**src/rtl/sync_down_counter_with_load.sv**
```systemverilog
`default_nettype none
// ============================================================================
// Module   : sync_down_counter_with_load
// Purpose  : Loadable down-counter / timer. Counts from a loaded value to
//            zero, raises a one-cycle borrow pulse on terminal count, then
//            either reloads from the last loaded value or parks in EXPIRED.
//            Fully synchronous, single clock domain.
// Ports    : clock       - system clock, rising-edge active
//            reset       - synchronous active-low reset
//            enable      - count enable (ignored in IDLE / EXPIRED)
//            load        - parallel-load strobe, priority over enable
//            load_value  - value captured into count and reload register
//            auto_reload - 1: reload on terminal count, 0: stop at zero
//            count       - current count (registered)
//            borrow      - one-cycle pulse on terminal count (registered)
//            running     - high while counting
//            expired     - high after a non-reloading terminal count
// Revision : 1.0 - initial release
// ============================================================================
module sync_down_counter_with_load #(
    parameter int WIDTH = 4
) (
    input  logic             clock,
    input  logic             reset,
    input  logic             enable,
    input  logic             load,
    input  logic [WIDTH-1:0] load_value,
    input  logic             auto_reload,
    output logic [WIDTH-1:0] count,
    output logic             borrow,
    output logic             running,
    output logic             expired
);

    localparam logic [1:0] c_idle     = 2'd0;
    localparam logic [1:0] c_counting = 2'd1;
    localparam logic [1:0] c_expired  = 2'd2;

    localparam logic [WIDTH-1:0] c_zero = '0;
    localparam logic [WIDTH-1:0] c_one  = {{(WIDTH-1){1'b0}}, 1'b1};

    logic [1:0]       r_state;
    logic [WIDTH-1:0] r_count;
    logic [WIDTH-1:0] r_reload;
    logic             r_borrow;

    always_ff @(posedge clock) begin
        if (!reset) begin
            r_state  <= c_idle;
            r_count  <= c_zero;
            r_reload <= c_zero;
            r_borrow <= 1'b0;
        end else if (load) begin
            // A load on the terminal-count edge wins, so no borrow is issued.
            r_state  <= c_counting;
            r_count  <= load_value;
            r_reload <= load_value;
            r_borrow <= 1'b0;
        end else begin
            case (r_state)
                c_counting: begin
                    if (enable) begin
                        if (r_count != c_zero) begin
                            r_count  <= r_count - c_one;
                            r_borrow <= 1'b0;
                        end else begin
                            // Terminal count replaces the decrement: no wrap.
                            r_borrow <= 1'b1;
                            if (auto_reload) begin
                                r_count <= r_reload;
                            end else begin
                                r_state <= c_expired;
                            end
                        end
                    end else begin
                        // A pause never produces or stretches a borrow.
                        r_borrow <= 1'b0;
                    end
                end
                c_idle: begin
                    r_borrow <= 1'b0;
                end
                c_expired: begin
                    r_borrow <= 1'b0;
                end
                default: begin
                    // Unreachable encoding: recover to a safe idle state.
                    r_state  <= c_idle;
                    r_count  <= c_zero;
                    r_borrow <= 1'b0;
                end
            endcase
        end
    end

    assign count   = r_count;
    assign borrow  = r_borrow;
    assign running = (r_state == c_counting);
    assign expired = (r_state == c_expired);

endmodule
`default_nettype wire

```
**config.mk**
```make
export PLATFORM = sky130hd
export DESIGN_NAME = sync_down_counter_with_load
export DESIGN_NICKNAME = d
export VERILOG_FILES = /design/src/rtl/sync_down_counter_with_load.sv
export SDC_FILE = /design/constraint.sdc
export NUM_CORES = 1
export LEC_CHECK = 0
export ABC_AREA = 1
export CAP_MARGIN = 30
export CELL_PAD_IN_SITES_DETAIL_PLACEMENT = 2
export CELL_PAD_IN_SITES_GLOBAL_PLACEMENT = 2
export CORE_AREA = 8 8 58 60
export CTS_CLUSTER_SIZE = 8
export DETAILED_ROUTE_END_ITERATION = 10
export DIE_AREA = 0 0 66 68
export PLACE_DENSITY_LB_ADDON = 0.1
export SLEW_MARGIN = 40
export SYNTH_ARGS = -nofsm -noshare
export SYNTH_HDL_FRONTEND = slang
export SYNTH_SLANG_ARGS = --single-unit
```
**constraint.sdc**
```tcl
create_clock -name clock -period 2.85 [get_ports clock]
set_clock_uncertainty 0.2 [all_clocks]
set_input_delay 0.57 -clock clock [delete_from_list [all_inputs] [get_ports clock]]
set_output_delay 0.57 -clock clock [all_outputs]
set_load 0.02 [all_outputs]
```
==> results.ini, run 1 <==
[outcome]
status=finished clean

[layout]
multi_input_area_um2=324.1
n_antenna_cell=0
syn2layout_area_growth_pct=33.54
fillCellCount=324
finish.instance_area_um2=812.0
drive_gt1_frac=0.07273
layout_common_cells=nand2_1 (29), clkdlybuf4s50_1 (15), inv_1 (13)
layout_commonest_cell=nand2_1
nets=122
regArea_um2=220.2

[timing]
worstMarginPinSlew_ns=0.3254
maxSlewHeadroom=0.7824
setup_tns_ns=0
fmax_mhz=432.2
finalSetupViolCount=0
rsz0062_at_grt=false
fin_crit_sh=0.8119
fin_ws_ns=0.5362
finalCriticalPeriod_ns=2.314
hold_viol_final=0
slew_viol_final=0

[clock_network]
htree_levels=1
postCtsSetupBuffers=0
clk_pin_slew_ns=0.08
clockBufferDepth=2
cts_tree=yes
cts_root_buf=clkbuf_4
hold_buffers=0
cts_buffers=3
clock_sink_count=11
cts_resized=0
clock_latency_ns=0.27

[placement]
numPortBuffers=15
gp_congestion=0.7293
placed_area_um2=785.8
pre_cts_slack_ns=0.5664
hpwlAfterDp_um=1701

[critical_path]
crit_end=running
cp-end-kind=primary output
crit_slowest_cell=clkdlybuf4s50_1
criticalPathCategory=reg2out
rr_endpoint=count[2]$_SDFFE_PN0P_
timing.rr.start=count[0]$_SDFFE_PN0P_
reg2reg_slack_ns=1.02
crit_chain=nand2_1 > inv_1 > clkdlybuf4s50_1
cp.required_ns=2.08
crit_path_start=r_state[0]$_SDFFE_PN0P_
max_stage_delay_ns=0.63
cp_max_fo=5
cp.arrival_ns=1.54
r2r_cells=8
start_kind=flop

[yosys]
ys_seq_elements=11
syn_area_um2=608.1
synthesis.nets=103
synth_warnings=0
syn_area_per_cell_um2=6.610
synthCells=92
synth_cell_types=17
yosysSeqAreaShare=0.3621

[run]
drv_cap=0

[drt]
detail_route.wl_per_cell_um=14.82
drt-total-wl_um=2089
firstDrtPassIters=2
ant_nets=0
drt_iter0_drc=18
dr_total_vias=680
vias_per_cell=4.823
drcViolationCount=0

[power]
p_seq_frac=0.428
combPwrFrac=0.280
power.density_nw_per_um2=487.0
swShare=0.3384
switchingPower_uw=133.8
p_clk_frac=0.291
p_leak_uw=0.0003557
p_int_uw=261.6
ir_drop_mv=0.1704

[die]
dieArea_um2=4488
initial_core_util=0.2368
core_um2=2567
die_w_um=66
std_cell_rows=19
ios=16
die_y_um=68

[grt]
grt_max_degree=10
grt_pass1_wl_um=3712
grt_overflow_total=0
grtUsageTotal=0.1076
grt_antenna_before_repair=0
grt_pass1_vias=731

[worst_hold_path]
min_path_type=reg2reg

## Yosys cell counts
master	count	area, um^2
a21oi_1	5	25.02
a31oi_1	1	6.260
buf_6	1	11.26
clkinv_1	1	3.750
dfxtp_1	11	220.2
ha_1	2	25.02
inv_1	13	48.80
nand2_1	29	108.9
nand3_1	7	35.03
nand3_2	1	10.01
nand3b_2	1	11.26
nor2_1	9	33.78
nor2_2	3	18.77
nor4_1	1	6.260
o21ai_0	2	10.01
o22ai_1	4	25.02
xnor2_1	1	8.760
## worst min-delay path by stage
stage / start / to / slack (ns) / depth (start not counted)
global placement: r_reload[3]$_SDFFE_PN0P_ / r_reload[3]$_SDFFE_PN0P_ / 0.27 / 2
CTS: r_reload[3]$_SDFFE_PN0P_ / r_reload[3]$_SDFFE_PN0P_ / 0.29 / 2
floorplan: r_reload[2]$_SDFFE_PN0P_ / r_reload[2]$_SDFFE_PN0P_ / 0.25 / 2
detailed placement: r_reload[3]$_SDFFE_PN0P_ / r_reload[3]$_SDFFE_PN0P_ / 0.27 / 2
finish: r_reload[3]$_SDFFE_PN0P_ / r_reload[3]$_SDFFE_PN0P_ / 0.28 / 2
global route: r_reload[3]$_SDFFE_PN0P_ / r_reload[3]$_SDFFE_PN0P_ / 0.31 / 2
## power groups by stage
| stage | Combinational (uW) | Sequential [uW] | Clock, uW |
|---|---|---|---|
| 4_1_cts | 115 | 170 | 120 |
| 5_1_grt | 127 | 171 | 131 |
| 6_report | 111 | 169 | 115 |
| 3_3_place_gp | 112 | 173 | 0 |
| 2_1_floorplan | 64.2 | 177 | 0 |
| 3_5_place_dp | 114 | 173 | 0 |
## sequential cells by signal, indices dropped and copies added (netlist names)
| register | cells |
|---|---|
| borrow | 1 |
| r_reload | 4 |
| r_state | 2 |
| count | 4 |
## metal layers
metal,track usage,up-vias,wire [um]
met4,0.04000,0,11
met3,0.02946,2,79
met2,0.1839,6,1018
met1,0.1263,342,980
met5,0,-,0
li1,-,330,-
## final cells by class
cell class / count / share of cell area
timing repair buffer: 15 / 0.1849
tap: 31 / 0.04777
multi-input combinational: 66 / 0.3991
inverter: 14 / 0.06471
sequential: 11 / 0.2712
clock buffer: 4 / 0.03236
## stage by stage
step | utilization | std cells | power [uW] | hold WS (ns)
after global placement | 0.3060 | 137 | 284.8 | 0.2715
after global routing | 0.3163 | 141 | 428.3 | 0.3119
after floorplan | - | 92 | 241.2 | 0.2460
after detailed placement | 0.3060 | 137 | 287.0 | 0.2748
final | 0.3163 | 141 | 395.5 | 0.2799
after CTS | 0.3163 | 141 | 404.1 | 0.2883
## cell families (layout without fill, tap and decap cells)
group                      Yosys count  in the layout  synth area share
and+or+nand+nor                     51             51            0.3683
buffers and inverters               15             33            0.1049
AOI/OAI and AO/OA                   12             12            0.1090
DFF                                 11             11            0.3621
adders and majority gates            2              2           0.04115
xor gates and xnor gates             1              1           0.01441
## worst max-delay path: cells and delay by family (launching register included)
family / cells / cell delay (ns)
buffers and inverters: 2 / 0.78
and+or+nand+nor: 1 / 0.11
DFF: 1 / 0.37
Note: power is estimated with default switching activity, not from simulation.
==> run 2, diff against run 1 <==
--- a/config.mk
+++ b/config.mk
@@ -9,10 +9,10 @@
 export CAP_MARGIN = 30
 export CELL_PAD_IN_SITES_DETAIL_PLACEMENT = 2
 export CELL_PAD_IN_SITES_GLOBAL_PLACEMENT = 2
-export CORE_AREA = 8 8 58 60
+export CORE_AREA = 8 8 63 65
 export CTS_CLUSTER_SIZE = 8
 export DETAILED_ROUTE_END_ITERATION = 10
-export DIE_AREA = 0 0 66 68
+export DIE_AREA = 0 0 71 73
 export PLACE_DENSITY_LB_ADDON = 0.1
 export SLEW_MARGIN = 40
 export SYNTH_ARGS = -nofsm -noshare
==> constraint.sdc (replaced) <==
create_clock -name clock -period 1.9 [get_ports clock]
set_clock_uncertainty 0.2 [all_clocks]
set_input_delay 0.38 -clock clock [delete_from_list [all_inputs] [get_ports clock]]
set_output_delay 0.38 -clock clock [all_outputs]
set_load 0.02 [all_outputs]
==> run 2 against run 1 <==
Against the previous run: register-to-register slack lost 0.74 ns; setup slack got worse by 0.47 ns; design area increased by 6.8%; utilization shrank 2.3 points; clock power rose by 50%; sequential share of layout area fell by 1.7 points; critical endpoint is now count[0]; largest power group unchanged.
==> results.ini, run 2 (synthesis results as in run 1) <==
[critical_path]
start_kind=flop  ; unchanged
max_stage_delay_ns=0.62  ; was 0.63 ns
path_buf_inv=1  ; was 2
cp-end-kind=primary output  ; unchanged
cp_max_fo=3  ; was 5
cp.arrival_ns=1.25  ; was 1.54 ns
criticalPathCategory=reg2out  ; unchanged
crit_chain=clkdlybuf4s50_1  ; was nand2_1 > inv_1 > clkdlybuf4s50_1
cpLargestDelayFamily=buffers and inverters  ; unchanged
crit_slowest_cell=clkdlybuf4s50_1  ; unchanged
reg2reg_slack_ns=0.28  ; was 1.02 ns
cp.required_ns=1.32  ; was 2.08 ns

[die]
initial_core_util=0.2059  ; was 0.2368
ios=16  ; unchanged
core_um2=2953  ; was 2567 um^2
die_y_um=73  ; was 68 um
dieArea_um2=5183  ; was 4488 um^2
std_cell_rows=20  ; was 19
die_w_um=71  ; was 66 um

[layout]
finish.instance_area_um2=867.1  ; was 812.0 um^2
drive_gt1_frac=0.1282  ; was 0.07273
layout_commonest_cell=nand2_1  ; unchanged
layout_common_cells=nand2_1 (29), inv_1 (13), dfxtp_1 (11), clkdlybuf4s50_1 (11), nor2_1 (9)  ; was nand2_1 (29), clkdlybuf4s50_1 (15), inv_1 (13)
n_antenna_cell=0  ; unchanged
final_util=0.2936  ; was 0.3163
syn2layout_area_growth_pct=42.59  ; was 33.54%
fillCellCount=361  ; was 324
nets=129  ; was 122

[timing]
hold_viol_final=0  ; unchanged
finalSetupViolCount=0  ; unchanged
fin_crit_sh=0.9629
fin_hold_ws_ns=0.2861  ; was 0.2799 ns
worstMarginPinSlew_ns=0.3230  ; was 0.3254 ns
maxSlewHeadroom=0.7833  ; was 0.7824
rsz0062_at_grt=false  ; unchanged
fmax_mhz=546.6
fin_ws_ns=0.07045  ; was 0.5362 ns
setup_tns_ns=0  ; unchanged
finalCriticalPeriod_ns=1.830
slew_viol_final=0  ; unchanged

[drt]
detail_route.wl_per_cell_um=14.42  ; was 14.82 um
firstDrtPassIters=2  ; unchanged
drt-total-wl_um=2163  ; was 2089 um
drt_iter0_drc=18  ; unchanged
vias_per_cell=4.460  ; was 4.823
dr_total_vias=669  ; was 680
drcViolationCount=0  ; unchanged
ant_nets=0  ; unchanged

[power]
ir_drop_mv=0.2215  ; was 0.1704 mV
power.density_nw_per_um2=697.3  ; was 487.0 nW/um^2
p_leak_uw=0.0004161  ; was 0.0003557 uW

[grt]
grt_pass1_wl_um=3753  ; was 3712 um
grt_antenna_before_repair=0  ; unchanged
grt_pass1_vias=760  ; was 731
grtUsageTotal=0.09298  ; was 0.1076
grt_max_degree=10  ; unchanged
grt_overflow_total=0  ; unchanged

[clock_network]
hold_buffers=0  ; unchanged
clock_sink_count=11  ; unchanged
cts_root_buf=clkbuf_4  ; unchanged
clockBufferDepth=2  ; unchanged
cts_buffers=3  ; unchanged
clk_pin_slew_ns=0.08  ; about the same
cts_tree=yes  ; unchanged
clock_latency_ns=0.27  ; about the same
htree_levels=1  ; unchanged

[worst_hold_path]
min_path_type=reg2reg  ; unchanged

[placement]
pre_cts_slack_ns=-0.003619  ; was 0.5664 ns
hpwlAfterDp_um=1821  ; was 1701 um
placed_area_um2=840.8  ; was 785.8 um^2
gp_congestion=0.8007  ; was 0.7293
numPortBuffers=15  ; unchanged

[run]
drv_cap=0  ; unchanged

[outcome]
status=finished clean  ; unchanged

run 2: cell types whose count changed in the layout (fill, tap and decap cells not counted), sizes merged:
cell / before / now
clkdlybuf4s15: 0 / 1
clkdlybuf4s50: 15 / 11
dlygate4sd2: 0 / 2
dlymetal6s2s: 0 / 1
buf: 0 / 7
run 2: path summary, 6_finish.rpt:
path / startpoint / endpoint / cells after the start
max: count[0]$_SDFFE_PN0P_ / count[0] / 1
min: r_reload[0]$_SDFFE_PN0P_ / r_reload[0]$_SDFFE_PN0P_ / 2
max reg2reg: count[1]$_SDFFE_PN0P_ / count[2]$_SDFFE_PN0P_ / 9
min reg2reg: r_reload[0]$_SDFFE_PN0P_ / r_reload[0]$_SDFFE_PN0P_ / 2
run 2: per-stage QoR:
step	power, uW	cells
after floorplan	361.8	92
after global placement	440.8	146
after detailed placement	444.5	146
after CTS	621.3	150
after global routing	654.2	150
final	604.6	150
run 2: what timing repair did:
item	in CTS	in global routing
setup buffers	0	0
endpoints found under the setup margin	3	2
gates resized for setup	3	2
pin swaps	0	0
hold endpoints to repair	0	0
run 2: metal layers:
layer  vias to the layer above  part of all wire  track usage
met1                       314              0.49       0.1122
met5                         -                 0            0
met4                         0            0.0065      0.02771
li1                        346                 -            -
met3                         2             0.039      0.02335
met2                         7              0.47       0.1576
run 2: cell type report:
class	instances	area [um^2]	share of cell area
Clock buffer	4	26.28	0.03030
Inverter	14	52.55	0.06061
Multi-Input combinational cell	66	324.1	0.3737
Sequential cell	11	220.2	0.2540
Tap cell	33	41.29	0.04762
Timing Repair Buffer	22	202.7	0.2338
run 2: power breakdown:
part / switching (uW) / internal, uW
registers: 8.26 / 244
clock network: 90.8 / 81.1
logic: 103 / 77.2
==> run 3, diff against run 2 <==
==> constraint.sdc (replaced) <==
create_clock -name clock -period 1.6 [get_ports clock]
set_clock_uncertainty 0.2 [all_clocks]
set_input_delay 0.32 -clock clock [delete_from_list [all_inputs] [get_ports clock]]
set_output_delay 0.32 -clock clock [all_outputs]
set_load 0.02 [all_outputs]
==> run 3 against run 2 <==
Against the previous run: non-clock buffer count rose by 11; global-route usage increased by 0.12 points; design area rose by 12%; first-iteration DRC count decreased by 44%; power up 26%; sequential cell count unchanged; via count rose by 6.1%; register-to-register slack worse by 0.21 ns; sequential power is 19% higher; critical path depth rose by 1; count of clock-buffer cells in the layout unchanged; sequential share of layout area down 2.4 points; largest power group unchanged.
==> results.ini, run 3 (synthesis results as in run 1) <==
[outcome]
status=finished clean  ; unchanged

[drt]
drt-total-wl_um=2321  ; was 2163 um
drcViolationCount=0  ; unchanged
m1WireLength_um=1045  ; was 1050 um
detail_route.wl_per_cell_um=14.42  ; about the same
dr_total_vias=710  ; was 669
firstDrtPassIters=2  ; unchanged
wl_met2_um=1141  ; was 1013 um
drt_iter0_drc=10  ; was 18
vias_per_cell=4.410  ; was 4.460
route.met3.wl_um=103  ; was 85 um
ant_nets=0  ; unchanged
top_layer=met4  ; unchanged

[run]
drv_cap=0  ; unchanged

[clock_network]
cts_tree=yes  ; unchanged
cts_buffers=3  ; unchanged
clk_pin_slew_ns=0.08  ; about the same
clock_latency_ns=0.27  ; about the same
clock_sink_count=11  ; unchanged
htree_levels=1  ; unchanged
cts_root_buf=clkbuf_4  ; unchanged
clockBufferDepth=2  ; unchanged

[critical_path]
cp_max_fo=3  ; unchanged
crit_chain=buf_4 > dlygate4sd2_1  ; was clkdlybuf4s50_1
cp.arrival_ns=1.06  ; was 1.25 ns
crit_slowest_cell=dfxtp_2  ; was clkdlybuf4s50_1
path_buf_inv=2  ; was 1
cpLargestDelayFamily=buffers and inverters  ; unchanged
start_kind=flop  ; unchanged
r2r_cells=9  ; unchanged
criticalPathCategory=reg2out  ; unchanged
cp.required_ns=1.08  ; was 1.32 ns
cp-end-kind=primary output  ; unchanged
max_stage_delay_ns=0.35  ; was 0.62 ns
cp.depth=2  ; was 1

[power]
power.density_nw_per_um2=788.7  ; was 697.3 nW/um^2
ir_drop_mv=0.2459  ; was 0.2215 mV
p_leak_uw=0.0004724  ; was 0.0004161 uW

[die]
initial_core_util=0.2059  ; unchanged
die_y_um=73  ; unchanged
std_cell_rows=20  ; unchanged
dieArea_um2=5183  ; unchanged
ios=16  ; unchanged
core_um2=2953  ; unchanged
die_w_um=71  ; unchanged

[layout]
fillCellCount=357  ; was 361
finish.instance_area_um2=967.2  ; was 867.1 um^2
drive_gt1_frac=0.3125  ; was 0.1282
layout_commonest_cell=nand2_1  ; unchanged
regArea_um2=222.7  ; was 220.2 um^2
layout_common_cells=nand2_1 (25), buf_4 (18), inv_1 (12)  ; was nand2_1 (29), inv_1 (13), dfxtp_1 (11), clkdlybuf4s50_1 (11), nor2_1 (9)
n_antenna_cell=0  ; unchanged
nets=140  ; was 129
syn2layout_area_growth_pct=59.05  ; was 42.59%
multi_input_area_um2=357.8  ; was 324.1 um^2

[placement]
placed_area_um2=910.9  ; was 840.8 um^2
gp_congestion=0.7968  ; was 0.8007
pre_cts_slack_ns=-0.2352  ; was -0.003619 ns
numPortBuffers=15  ; unchanged
hpwlAfterDp_um=1855  ; was 1821 um

[timing]
fin_ws_ns=0.01797  ; was 0.07045 ns
fin_crit_sh=0.9888
rsz0062_at_grt=true  ; was false
finalSetupViolCount=0  ; unchanged
finalCriticalPeriod_ns=1.582
maxSlewHeadroom=0.8240  ; was 0.7833
hold_viol_final=0  ; unchanged
worstMarginPinSlew_ns=0.2634  ; was 0.3230 ns
slew_viol_final=0  ; unchanged
fmax_mhz=632.1

[grt]
grt_pass1_wl_um=3684  ; was 3753 um
grtUsageTotal=0.09415  ; was 0.09298
grt_antenna_before_repair=0  ; unchanged
grt_pass1_vias=762  ; was 760
grt_overflow_total=0  ; unchanged
grt_max_degree=10  ; unchanged

[worst_hold_path]
min_path_type=reg2reg  ; unchanged
hold_depth=2  ; unchanged

run 3: layer usage:
metal	vias up	global-route usage
met3	4	0.02473
li1	365	-
met5	-	0
met2	9	0.1555
met1	332	0.1092
met4	0	0.04850
run 3: stage by stage:
stage / total power [uW] / hold WS, ns / TNS [ns] / utilization / instances
global route: 812.9 / 0.3088 / -0.06195 / 0.3275 / 161
floorplan: 430.5 / 0.2460 / 0 / - / 92
global placement: 544.3 / 0.2619 / -1.651 / 0.3085 / 155
detailed placement: 549.1 / 0.2744 / -2.072 / 0.3085 / 155
finish: 762.9 / 0.2844 / 0 / 0.3275 / 161
CTS: 760.1 / 0.2875 / 0 / 0.3186 / 159
run 3: final timing paths:
path	endpoint	slack, ns	start
setup / recovery	count[1]	0.02	count[1]$_SDFFE_PN0P_
hold / removal	r_reload[3]$_SDFFE_PN0P_	0.28	r_reload[3]$_SDFFE_PN0P_
setup reg to reg	count[3]$_SDFFE_PN0P_	0.07	count[1]$_SDFFE_PN0P_
hold reg to reg	r_reload[3]$_SDFFE_PN0P_	0.28	r_reload[3]$_SDFFE_PN0P_
run 3: repair_timing:
item	in CTS	in global routing
setup endpoints to repair	11	8
hold buffers	0	0
pin swaps	0	2
buffers inserted	0	2
resized for setup	15	15
run 3: area by class of cell:
cell class | count | share of cell area
clock buffer | 4 | 0.02717
inverter | 14 | 0.05692
multi-input combinational | 66 | 0.3700
sequential | 11 | 0.2303
tap | 33 | 0.04269
timing repair buffer | 33 | 0.2730
run 3: worst register-to-register path, delay by kind of cell (launching register included):
family | cells | cell delay (ns)
simple gates | 5 | 0.39
flops | 1 | 0.34
buf+inv | 2 | 0.22
fa+ha+maj | 1 | 0.19
compound gates | 1 | 0.15
run 3: where the power goes:
| group | leakage (uW) | internal [uW] | switching [uW] |
|---|---|---|---|
| combinational | 0.000366 | 115 | 141 |
| sequential | 0.0000911 | 290 | 9.03 |
| clock | 0.0000150 | 96.6 | 111 |
